`src/rtl/multicycle_ctrl.sv`:
```
// Multicycle control FSM sequencing the load-store datapath (ld, st, add, sub, addi, beq, bne).
// Optional retired-instruction counter enabled by defining CTRL_RETIRE_CNT_EN.
module multicycle_ctrl #(
   parameter int MEM_LATENCY = 1,   // 1..15
   parameter int CNT_W       = 16
) (
   input  logic             CLK,
   input  logic             RESET_N,
   input  logic             run,
   input  logic [6:0]       opcode,
   input  logic [2:0]       funct3,
   input  logic             funct7_5,
   input  logic             zero,
   output logic             load_ir,
   output logic             load_pc,
   output logic             reset_pc,
   output logic             pc_next_sel,
   output logic             sub,
   output logic             ULA_din2_sel,
   output logic             RF_din_sel,
   output logic             WE_RF,
   output logic             WE_MEM,
   output logic             halt,
`ifdef CTRL_RETIRE_CNT_EN
   output logic [CNT_W-1:0] retired_cnt,
`endif
   output logic [2:0]       state_o
);

   typedef enum logic [2:0] {
      S_INIT   = 3'd0,
      S_FETCH  = 3'd1,
      S_DECODE = 3'd2,
      S_EXEC   = 3'd3,
      S_MEM    = 3'd4,
      S_WB     = 3'd5,
      S_HALT   = 3'd6
   } state_t;

   typedef enum logic [2:0] {
      C_LD   = 3'd0,
      C_ST   = 3'd1,
      C_ALUR = 3'd2,
      C_ALUI = 3'd3,
      C_BR   = 3'd4
   } cls_t;

   localparam logic [6:0] OP_LD   = 7'b0000011;
   localparam logic [6:0] OP_ST   = 7'b0100011;
   localparam logic [6:0] OP_ALUR = 7'b0110011;
   localparam logic [6:0] OP_ALUI = 7'b0010011;
   localparam logic [6:0] OP_BR   = 7'b1100011;
   localparam logic [3:0] MEM_LAST = 4'(MEM_LATENCY - 1);

   state_t     state_q;
   cls_t       cls_q;
   logic       bne_q;     // funct3[0] of a branch: 1 = bne
   logic       f7_q;
   logic [3:0] cnt_q;     // remaining MEM cycles after the current one

   always_ff @(posedge CLK or negedge RESET_N) begin
      if (!RESET_N) begin
         state_q <= S_INIT;
         cls_q   <= C_LD;
         bne_q   <= 1'b0;
         f7_q    <= 1'b0;
         cnt_q   <= 4'd0;
      end else begin
         case (state_q)
            S_INIT: state_q <= S_FETCH;
            S_FETCH: begin
               if (run) state_q <= S_DECODE;
            end
            S_DECODE: begin
               bne_q   <= funct3[0];
               f7_q    <= funct7_5;
               state_q <= S_EXEC;
               case (opcode)
                  OP_LD: cls_q <= C_LD;
                  OP_ST: cls_q <= C_ST;
                  OP_ALUR: begin
                     cls_q <= C_ALUR;
                     if (funct3 != 3'b000) state_q <= S_HALT;
                  end
                  OP_ALUI: begin
                     cls_q <= C_ALUI;
                     if (funct3 != 3'b000) state_q <= S_HALT;
                  end
                  OP_BR: begin
                     cls_q <= C_BR;
                     if (funct3[2:1] != 2'b00) state_q <= S_HALT;
                  end
                  default: state_q <= S_HALT;
               endcase
            end
            S_EXEC: begin
               cnt_q <= MEM_LAST;
               case (cls_q)
                  C_LD, C_ST: state_q <= S_MEM;
                  C_BR:       state_q <= S_FETCH;
                  default:    state_q <= S_WB;
               endcase
            end
            S_MEM: begin
               if (cnt_q == 4'd0) begin
                  state_q <= (cls_q == C_ST) ? S_FETCH : S_WB;
               end else begin
                  cnt_q <= cnt_q - 4'd1;
               end
            end
            S_WB:    state_q <= S_FETCH;
            S_HALT:  state_q <= S_HALT;
            default: state_q <= S_INIT;
         endcase
      end
   end

   // ULA controls chosen in EXEC and held through MEM/WB
   logic din2_imm;
   logic sub_en;
   assign din2_imm = (cls_q == C_LD) || (cls_q == C_ST) || (cls_q == C_ALUI);
   assign sub_en   = (cls_q == C_BR) || ((cls_q == C_ALUR) && f7_q);

   always_comb begin
      load_ir      = 1'b0;
      load_pc      = 1'b0;
      reset_pc     = 1'b0;
      pc_next_sel  = 1'b0;
      sub          = 1'b0;
      ULA_din2_sel = 1'b0;
      RF_din_sel   = 1'b0;
      WE_RF        = 1'b0;
      WE_MEM       = 1'b0;
      halt         = 1'b0;
      case (state_q)
         S_INIT:  reset_pc = 1'b1;
         S_FETCH: load_ir  = run;
         S_EXEC: begin
            ULA_din2_sel = din2_imm;
            sub          = sub_en;
            if (cls_q == C_BR) begin
               load_pc     = 1'b1;
               pc_next_sel = bne_q ? ~zero : zero;
            end
         end
         S_MEM: begin
            ULA_din2_sel = 1'b1;
            if ((cls_q == C_ST) && (cnt_q == 4'd0)) begin
               WE_MEM  = 1'b1;
               load_pc = 1'b1;
            end
         end
         S_WB: begin
            ULA_din2_sel = din2_imm;
            sub          = sub_en;
            RF_din_sel   = (cls_q != C_LD);
            WE_RF        = 1'b1;
            load_pc      = 1'b1;
         end
         S_HALT:  halt = 1'b1;
         default: ;
      endcase
   end

   assign state_o = state_q;

`ifdef CTRL_RETIRE_CNT_EN
   logic [CNT_W-1:0] retired_q;

   // load_pc is never high in HALT, so the count freezes there naturally
   always_ff @(posedge CLK or negedge RESET_N) begin
      if (!RESET_N) begin
         retired_q <= '0;
      end else if (load_pc) begin
         retired_q <= retired_q + {{(CNT_W-1){1'b0}}, 1'b1};
      end
   end

   assign retired_cnt = retired_q;
`endif

endmodule

```
`config.mk`:
```
export PLATFORM = sky130hd
export DESIGN_NAME = multicycle_ctrl
export DESIGN_NICKNAME = d
export VERILOG_FILES = /design/src/rtl/multicycle_ctrl.sv
export SDC_FILE = /design/constraint.sdc
export NUM_CORES = 1
export LEC_CHECK = 0
export ABC_AREA = 1
export CAP_MARGIN = 25
export CORE_ASPECT_RATIO = 0.9
export CORE_MARGIN = 1.5
export CORE_UTILIZATION = 40
export DETAILED_ROUTE_END_ITERATION = 8
export GPL_TIMING_DRIVEN = 0
export PLACE_DENSITY = 0.71
export SLEW_MARGIN = 10
export SYNTH_ARGS = -nofsm -noshare
export SYNTH_HDL_FRONTEND = slang
export SYNTH_SLANG_ARGS = --single-unit
```
`constraint.sdc`:
```
create_clock -name CLK -period 1.6 [get_ports CLK]
set_clock_uncertainty 0.2 [all_clocks]
set_input_delay 0.32 -clock CLK [delete_from_list [all_inputs] [get_ports CLK]]
set_output_delay 0.32 -clock CLK [all_outputs]
set_load 0.03 [all_outputs]
```
==> impl_metrics.csv <==
group,metric,value,unit
status,status,"finished with violations",
status,violations,"setup timing",
setup_path,critical_path.max_fanout,5,
floorplanning,design.core.area,0.00195,mm^2
detailed_routing,routed-wl-met2,1500,um
cells_and_area,antenna_cells,0,
global_route,grt_max_degree,13,
power,power,2.29,mW
detailed_routing,avgViaCountPerCell,5.06,
cells_and_area,layout.cells.non_filler,210,
detailed_routing,dr.pass1.iters,4,
setup_path,crit_required,1080,ps
synthesis,post-synth-top-area-cell,"dfrtp_1",
synthesis,synth_edf_count,0,
power,power.leakage,0.804,nW
synthesis,synth_seq_cells,12,
timing,holdWs,187,ps
clock_network,clock-sinks,12,
power,powerDensity,1420,mW/mm^2
setup_path,cp-start-kind,"register",
place,dpl_cell_area,0.00122,mm^2
place,io_buffers,27,
timing,slew_headroom,0.613,
detailed_routing,drc,0,
cells_and_area,post-route-util,0.826,
clock_network,cts.hold.buffers_added,0,
synthesis,ys_top_cells_by_count,"34 x nand2_1, 18 x nor2_1, 16 x inv_1, 12 x dfrtp_1, 9 x nand3_1",
detailed_routing,wl_per_cell,14.6,um
detailed_routing,wl_met3,168,um
synthesis,syn_area,851,um^2
synthesis,ys.flop_type,"dfrtp_1",
synthesis,ys_seq_area_frac,0.353,
timing,fin_ws,-367,ps
clock_network,cts.path.max_buffers,2,
hold_path,min_path_type,"in -> async",
timing,finalHoldViolCount,0,
detailed_routing,vias,1062,
floorplanning,start_util,0.436,
timing,tightest_slew,579,ps
synthesis,syn_inst,129,
place,place_congestion,0.769,
setup_path,endpoint_kind,"output pin",
timing,rsz0062_at_grt,"true",
timing,fin_crit_sh,1.23,
synthesis,synthArstFlopShare,1.00,
global_route,first_global_vias,913,
cells_and_area,area.growth.synth_to_final,89.6,%
place,dp_cells,181,
place,dpl.hpwl,1640,um
clock_network,cts-root-buf,"clkbuf_4",
global_route,grt_use_total,0.220,
floorplanning,io_pins,28,
floorplanning,die-area,0.00241,mm^2
floorplanning,rows,15,
place,dpl_worst_slack,-693,ps
synthesis,synth.most_common_cell,"nand2_1",
timing,slew_viol_final,0,
setup_path,r2r-end,"cnt_q[2]$_DFFE_PN0P_",
clock_network,cts_tree,"built",
synthesis,avgSynthCellArea,6.60,um^2
clock_network,clk_pin_slew,100,ps
clock_network,numCtsBuffers,3,
floorplanning,fp.dieW,51.6,um
setup_path,r2r_cells,9,
setup_path,critPathArrivalTime,1450,ps
global_route,grt_overflow,0,
setup_path,r2r_slack,-10,ps
detailed_routing,detail-route-antenna-nets,0,
clock_network,clkLatencyLatePin,290,ps
timing,fmax,508,MHz
run,maxCapViolCount,0,
detailed_routing,wirelength,3080,um
cells_and_area,finish.instance_area,0.00161,mm^2
setup_path,timing.rr.start,"state_o[0]$_DFFE_PN0P_",
power,ir_drop,1520,uV
clock_network,cts_max_level,1,
synthesis,synth_top_area_share,0.353,
synthesis,synthTopCellsByArea,"dfrtp_1 35%, nand2_1 15%, nor2_1 7.9%",
timing,tns,-2950,ps
timing,period_minus_slack,1970,ps
detailed_routing,wl_met1,1290,um
detailed_routing,drtIter0Drc,26,
synthesis,ys_warn_count,0,
floorplanning,die-height,46.8,um
synthesis,synthesis.nets,146,
synthesis,synth_cell_types,22,
detailed_routing,highest_layer,"met4",
cells_and_area,num-nets-final,203,
setup_path,criticalPathCategory,"reg -> out",
global_route,antenna_found_initial,0,
global_route,grt_pass1_wl,3810,um
cells_and_area,layout-drive-gt1-share,0.503,
timing,setup_viol,15,
report_power, final:
part	leakage, nW	internal (mW)	total [mW]	switching, mW
Clock	0.0210	0.139	0.265	0.126
Sequential	0.151	0.389	0.521	0.132
Combinational	0.632	0.652	1.51	0.853
worst max-delay path by stage:
stage | start | endpoint | slack (ps) | cells past startpoint
floorplan | state_o[0]$_DFFE_PN0P_ | load_pc | -230 | 5
detailed placement | state_o[2]$_DFFE_PN0P_ | pc_next_sel | -690 | 5
finish | state_o[1]$_DFFE_PN0P_ | pc_next_sel | -370 | 4
CTS | cls_q[2]$_DFFE_PN0P_ | pc_next_sel | -320 | 5
global placement | state_o[2]$_DFFE_PN0P_ | pc_next_sel | -700 | 5
global route | cls_q[2]$_DFFE_PN0P_ | load_pc | -420 | 6
per-layer routing:
layer,global-route usage,vias up
li1,-,523
met1,0.269,482
met2,0.369,42
met3,0.0605,15
met4,0.105,0
met5,0,-
kinds of logic (layout without fill, tap and decap cells):
| kind of cell | Yosys count | in the layout | synth area share |
|---|---|---|---|
| compound gates | 13 | 13 | 0.0824 |
| xor+xnor | 1 | 1 | 0.0103 |
| fa+ha+maj | 2 | 2 | 0.0294 |
| buf+inv | 24 | 80 | 0.109 |
| flops | 12 | 12 | 0.353 |
| simple gates | 77 | 77 | 0.416 |
registers in the layout, indices dropped and copies added, names as in the netlist:
name and flops:
cnt_q 4, cls_q 3, state_o 3, bne_q 1, f7_q 1
critical path: stages, from the launching register on:
cell     delay (ps)
dfrtp_2         510
nand3_4         130
or2_4           290
nor2_4           80
buf_6           130
placed cells by master (no fill, tap or decap):
cell type | Yosys | routed
ha_1 | 2 | 1
o21ai_1 | 4 | 4
clkinv_1 | 1 | 1
nor2_4 | 0 | 6
or2_4 | 0 | 1
ha_4 | 0 | 1
nor2_1 | 18 | 10
o21ai_0 | 4 | 4
nand3_4 | 0 | 5
buf_2 | 0 | 1
nand2_1 | 34 | 24
clkdlybuf4s50_1 | 0 | 14
clkbuf_4 | 0 | 3
nand2_2 | 2 | 8
inv_1 | 16 | 10
inv_4 | 1 | 5
inv_8 | 0 | 1
nor3_4 | 0 | 1
nand3_1 | 9 | 8
o31ai_4 | 0 | 1
a21oi_1 | 2 | 1
a31oi_4 | 0 | 1
o22ai_1 | 1 | 1
buf_4 | 0 | 21
clkbuf_8 | 0 | 1
dfrtp_2 | 0 | 3
clkbuf_2 | 0 | 1
nor2_2 | 3 | 5
a21oi_2 | 0 | 1
buf_6 | 0 | 15
xnor2_1 | 1 | 1
nand2_4 | 1 | 5
inv_2 | 6 | 7
nor3_1 | 5 | 4
dfrtp_1 | 12 | 9
final cells by class:
cell class / count / area (um^2)
multi-input cells: 93 / 654
flip-flops and latches: 12 / 304
well taps: 25 / 31.3
fillers: 114 / 339
repair buffers: 52 / 477
clock buffers: 4 / 36.3
inverters: 24 / 110
what timing repair did:
action,CTS,global route
setup buffers,13,12
pin swaps,6,17
setup endpoints to repair,13,19
gates resized for setup,89,45
No activity file was read; power rests on OpenSTA's default activity.
==> RTL change 1: new RTL, same flow settings <==
Register the input `opcode` before use. The logic sees it one clock later. The other inputs are not delayed to match.
--- a/src/rtl/multicycle_ctrl.sv
+++ b/src/rtl/multicycle_ctrl.sv
@@ -52,6 +52,12 @@
    localparam logic [6:0] OP_BR   = 7'b1100011;
    localparam logic [3:0] MEM_LAST = 4'(MEM_LATENCY - 1);
 
+   logic [6:0] opcode_q;
+
+   always_ff @(posedge CLK) begin
+      opcode_q <= opcode;
+   end
+
    state_t     state_q;
    cls_t       cls_q;
    logic       bne_q;     // funct3[0] of a branch: 1 = bne
@@ -75,7 +81,7 @@
                bne_q   <= funct3[0];
                f7_q    <= funct7_5;
                state_q <= S_EXEC;
-               case (opcode)
+               case (opcode_q)
                   OP_LD: cls_q <= C_LD;
                   OP_ST: cls_q <= C_ST;
                   OP_ALUR: begin
Formal check against the unedited RTL: not equivalent (Yosys sat finds a counterexample within 4 cycles, from zero or initial values and one cycle with RESET_N low).
==> RTL change 1 against the unedited design <==
The run still ends with setup timing left; critical path type unchanged; final area rose by 6.3%; clock power fell by 7%; wire length fell by 2.9%; non-clock buffer count fell by 2; synthesized area rose by 16%; hold slack got worse by 0.026 ns; worst setup slack got worse by 0.11 ns; final cell count rose by 2.4%; sequential cell count rose by 7; total power rose by 8.6%; largest cell class unchanged.
==> RTL change 1: results (changes against the unedited design) <==
- Setup violators final: 11 (-4)
- Worst slew pin tran: 0.545 ns (-0.0339 ns)
- Setup ws final: -0.478 ns (-0.111 ns)
- Synth area leaders: dfrtp_1 30%, nand2_1 15%, dfxtp_1 14%
- Syn Area/Cell: 7.40 um2 (+12%)
- Async SR Flop Fraction: 63.2% (-37 points)
- TNS Setup: -3.53 ns (-0.579 ns)
- Crit-path leading delay family: simple AND/OR/NAND/NOR gates
- Nets: 206 (+1.5%)
- Logic inverters: 26 (+8.3%)
- Clk sinks: 19 (+7)
- Fraction of area in multi-input gates: 35.6% (-5.0 points)
- All-Layer GR Usage: 20.0% (-2.0 points)
- Fin cells: 215 (+2.4%)
- Hpwl dp: 1650 um (+0.55%)
- Sw frac: 44.4% (-4.1 points)
- Non-Clock Buffer Count: 50 (-3.8%)
- Via-to-Cell Ratio: 5.03 (-0.58%)
- Clock group: 246 uW (-7%)
- Sequential area share after synthesis: 44.4% (+9.2 points)
- #MultiIn Comb: 89 (-4.3%)
- Signal buf overhead: 28.5% (-1.0 points)
- Violated checks: setup timing
- Clk cell area share: 1.53% (-0.72 points)
- Syn_nets: 151 (+3.4%)
- Clock latency on the worst-skew pair: 0.30 ns
- Dpl ws: -0.726 ns (-0.0337 ns)
- Post-synthesis compound-gate area fraction: 7.58% (-0.66 points)
- R2R Path Start: state_o[1]
- Initial DRC count: 31 (+19%)
- Max incr delay on CP: 0.42 ns (-0.09 ns)
- Max VDD drop: 1.15 mV (-24%)
- Hold WS: 0.160 ns (-0.0262 ns)
- Synth cell types: 27 (+23%)
- Routed len/inst: 13.9 um (-5.1%)
- Vias in the first global route: 974 (+6.7%)
- Top post-synthesis cells by count: 40 x nand2_1, 19 x inv_1, 13 x nor2_1, 12 x dfrtp_1, 10 x nand3_1
- Sequential share of cell area: 25.9% (+7.1 points)
- R2R depth: 10 (+1)
- Leak: 0.000822 uW (+2.1%)
- Worst reg-to-reg setup slack: 0.03 ns (+0.04 ns)
- Placed cell count: 188 (+3.9%)
- Synthesis-to-finish area growth: 73.0%
- Post-Synth XOR/XNOR Area: 1.77% (+0.74 points)
- CP max FO: 4 (-1)
- Routability cong.: 0.762 (-0.91%)
- Synth Area in Adders: 2.53% (-0.42 points)
- Final Util: 75.8% (-6.9 points)
- Area of the multi-input gates: 611 um2 (-6.7%)
- Fill cells: 149 (+31%)
- Outcome: finished with violations
- Fraction of layout instances using a drive strength above 1: 45.7% (-4.5 points)
RTL change 1: cell count changes in the layout (fill, tap and decap cells not counted), sizes merged, moves of 2 or more:
cell	change
dfxtp	+7
nor2	-7
nand2	+4
inv	+2
nand3	-2
o21ai	-2
RTL change 1: worst max-delay path by stage:
stage          slack (ns)       to  startpoint  depth (start not counted)
6_report            -0.48  load_pc  state_o[1]                          5
5_1_grt             -0.55  load_pc  state_o[1]                          5
4_1_cts             -0.42  load_pc  state_o[0]                          5
3_5_place_dp        -0.73  load_pc  state_o[2]                          4
3_3_place_gp        -0.70  load_pc  state_o[2]                          4
2_1_floorplan       -0.30  load_pc  state_o[0]                          4
RTL change 1: routing by layer:
metal	global-route usage [%]	wire, um	vias up
li1	-	-	525
met3	3.61	132	14
met5	0	0	-
met2	36.5	1540	42
met1	22.5	1180	500
met4	9.76	140	0
RTL change 1: timing repair:
item                                    4_1_cts  5_1_grt
endpoints found under the setup margin       13       23
gates resized for setup                     107       28
pin swaps                                     4       14
setup buffers                                15        9
==> RTL change 2: new RTL, config.mk and constraints unchanged <==
Made on the original files. Build with the macro `CTRL_RETIRE_CNT_EN` defined.
--- a/src/rtl/multicycle_ctrl.sv
+++ b/src/rtl/multicycle_ctrl.sv
@@ -1,5 +1,7 @@
 // Multicycle control FSM sequencing the load-store datapath (ld, st, add, sub, addi, beq, bne).
 // Optional retired-instruction counter enabled by defining CTRL_RETIRE_CNT_EN.
+`define CTRL_RETIRE_CNT_EN
+
 module multicycle_ctrl #(
    parameter int MEM_LATENCY = 1,   // 1..15
    parameter int CNT_W       = 16
Function (old outputs only; new: retired_cnt): kept (Yosys induction, for registers that start in step).
==> RTL change 2 against the unedited design <==
The run still ends with setup timing left; highest routed layer unchanged; sequential power grew 98%; wire length up 74%; global-route usage fell by 1.3 points; maximum frequency decreased by 1.7%; worst setup slack got worse by 0.033 ns; synthesized area is 110% higher; sequential cell count grew 16; total power is 73% higher; die area up 110%; final area rose by 85%; clock power grew 66%; synthesized cell count up 110%.
==> RTL change 2: results (changes against the unedited design) <==
- Sequential area share after synthesis: 38.6% (+3.3 points)
- All-Layer GR Usage: 20.7% (-1.3 points)
- Initial DRC count: 149 (+470%)
- Via-to-Cell Ratio: 4.88 (-3.6%)
- Synth cell types: 30 (+36%)
- CP max FO: 3 (-2)
- Clock latency on the worst-skew pair: 0.27 ns (-0.02 ns)
- Setup ws final: -0.400 ns (-0.0332 ns)
- R2R depth: 11 (+2)
- Leak: 0.00139 uW (+73%)
- Largest register FFs: 16 (+12)
- Nets: 364 (+79%)
- Synth area leaders: dfrtp_1 39%, nand2_1 19%, inv_1 7.4%
- First-pass GRT wire length: 7900 um (+110%)
- Routability cong.: 0.841 (+9.4%)
- Vias in the first global route: 1,753 (+92%)
- Yosys warns: 0 (unchanged)
- Clk root buf: clkbuf_8
- Syn_nets: 283 (+94%)
- Worst reg-to-reg setup slack: -0.26 ns (-0.25 ns)
- Routed wire length: 5370 um (+74%)
- HP Class: flip-flop to flip-flop
- Max VDD drop: 0.706 mV (-54%)
- R2R Path Start: state_o[1]
- Largest net degree at the start of global routing: 29 (+16)
- Setup violators final: 32 (+17)
- Slew headroom: 58.2% (-3.1 points)
- Violated checks: setup timing
- Fraction of layout instances using a drive strength above 1: 40.0% (-10 points)
- Hpwl dp: 3180 um (+94%)
- R2r endpoint: state_o[2]
- Placed cell count: 370 (+100%)
- Top post-synthesis cells by count: 94 x nand2_1, 36 x inv_1, 33 x nor2_1, 28 x dfrtp_1, 13 x nand3_1
- Port Buffer Count: 43 (+59%)
- Outcome: finished with violations
- Max incr delay on CP: 0.45 ns (-0.06 ns)
- Fin cells: 407 (+94%)
- Syn Inst Count: 265 (+110%)
-- RTL change 2: changes by cell type in the layout (fill, tap and decap cells not counted), sizes merged, moves of 15 or more --
cell,change
nand2,+59
nor2,+17
dfrtp,+16
clkdlybuf4s15,+15
inv,+15
-- RTL change 2: worst max-delay path: cells and delay by family, from the launching register on --
family	cells	cell delay (ns)
and+or+nand+nor	5	0.46
DFF	1	0.45
buffers and inverters	3	0.30
-- RTL change 2: layout make-up --
type                    instances  area [um2]
fillers                       332        1420
multi-input cells             196        1160
repair buffers                 76         779
flip-flops and latches         28         712
inverters                      39         159
well taps                      62        77.6
clock buffers                   4        55.1
plain buffers                   2        35.0
-- RTL change 2: stage by stage --
stage / setup TNS, ns / cell area (um2) / hold WS (ns) / setup slack, ns
detailed placement: -8.12 / 2400 / 0.185 / -0.889
global route: -7.28 / 2980 / 0.328 / -0.437
floorplan: -1.64 / 1900 / -0.176 / -0.238
finish: -5.45 / 2980 / 0.313 / -0.400
global placement: -22.41 / 2400 / 0.262 / -0.896
CTS: -3.83 / 2840 / 0.319 / -0.367
-- RTL change 2: power by group --
part | leakage [uW] | internal, uW | switching (uW)
Combinational | 0.00100 | 1170 | 1330
Clock | 0.0000288 | 220 | 221
Sequential | 0.000362 | 840 | 190
-- RTL change 2: kinds of logic after synthesis --
logic type	after synthesis	synth area share [%]
AND/OR/NAND/NOR	157	36.5
AO/OA/AOI/OAI	27	8.55
buffers and inverters	41	9.52
flip-flops	28	38.6
adder cells (fa/ha/maj)	3	2.07
XOR/XNOR	9	4.76
-- RTL change 2: worst max-delay path by stage --
| stage | endpoint |
|---|---|
| 2_1_floorplan | ULA_din2_sel |
| 3_3_place_gp | load_pc |
| 3_5_place_dp | load_pc |
| 4_1_cts | load_pc |
| 5_1_grt | load_pc |
| 6_report | ULA_din2_sel |
-- RTL change 2: per-layer routing --
layer / share of wire [%] / track usage [%]
met5: 0 / 0
met4: 2.1 / 4.63
met3: 4.1 / 2.12
met2: 48 / 34.0
met1: 46 / 29.1
-- RTL change 2: timing repair --
| item | in CTS | in global routing |
|---|---|---|
| gates resized for setup | 167 | 33 |
| pin swaps | 13 | 13 |
| hold endpoints to repair | 28 | 0 |
| cloned | 1 | 0 |
| hold buffers | 1 | 0 |
| setup endpoints to repair | 52 | 44 |
| buffers inserted | 25 | 9 |
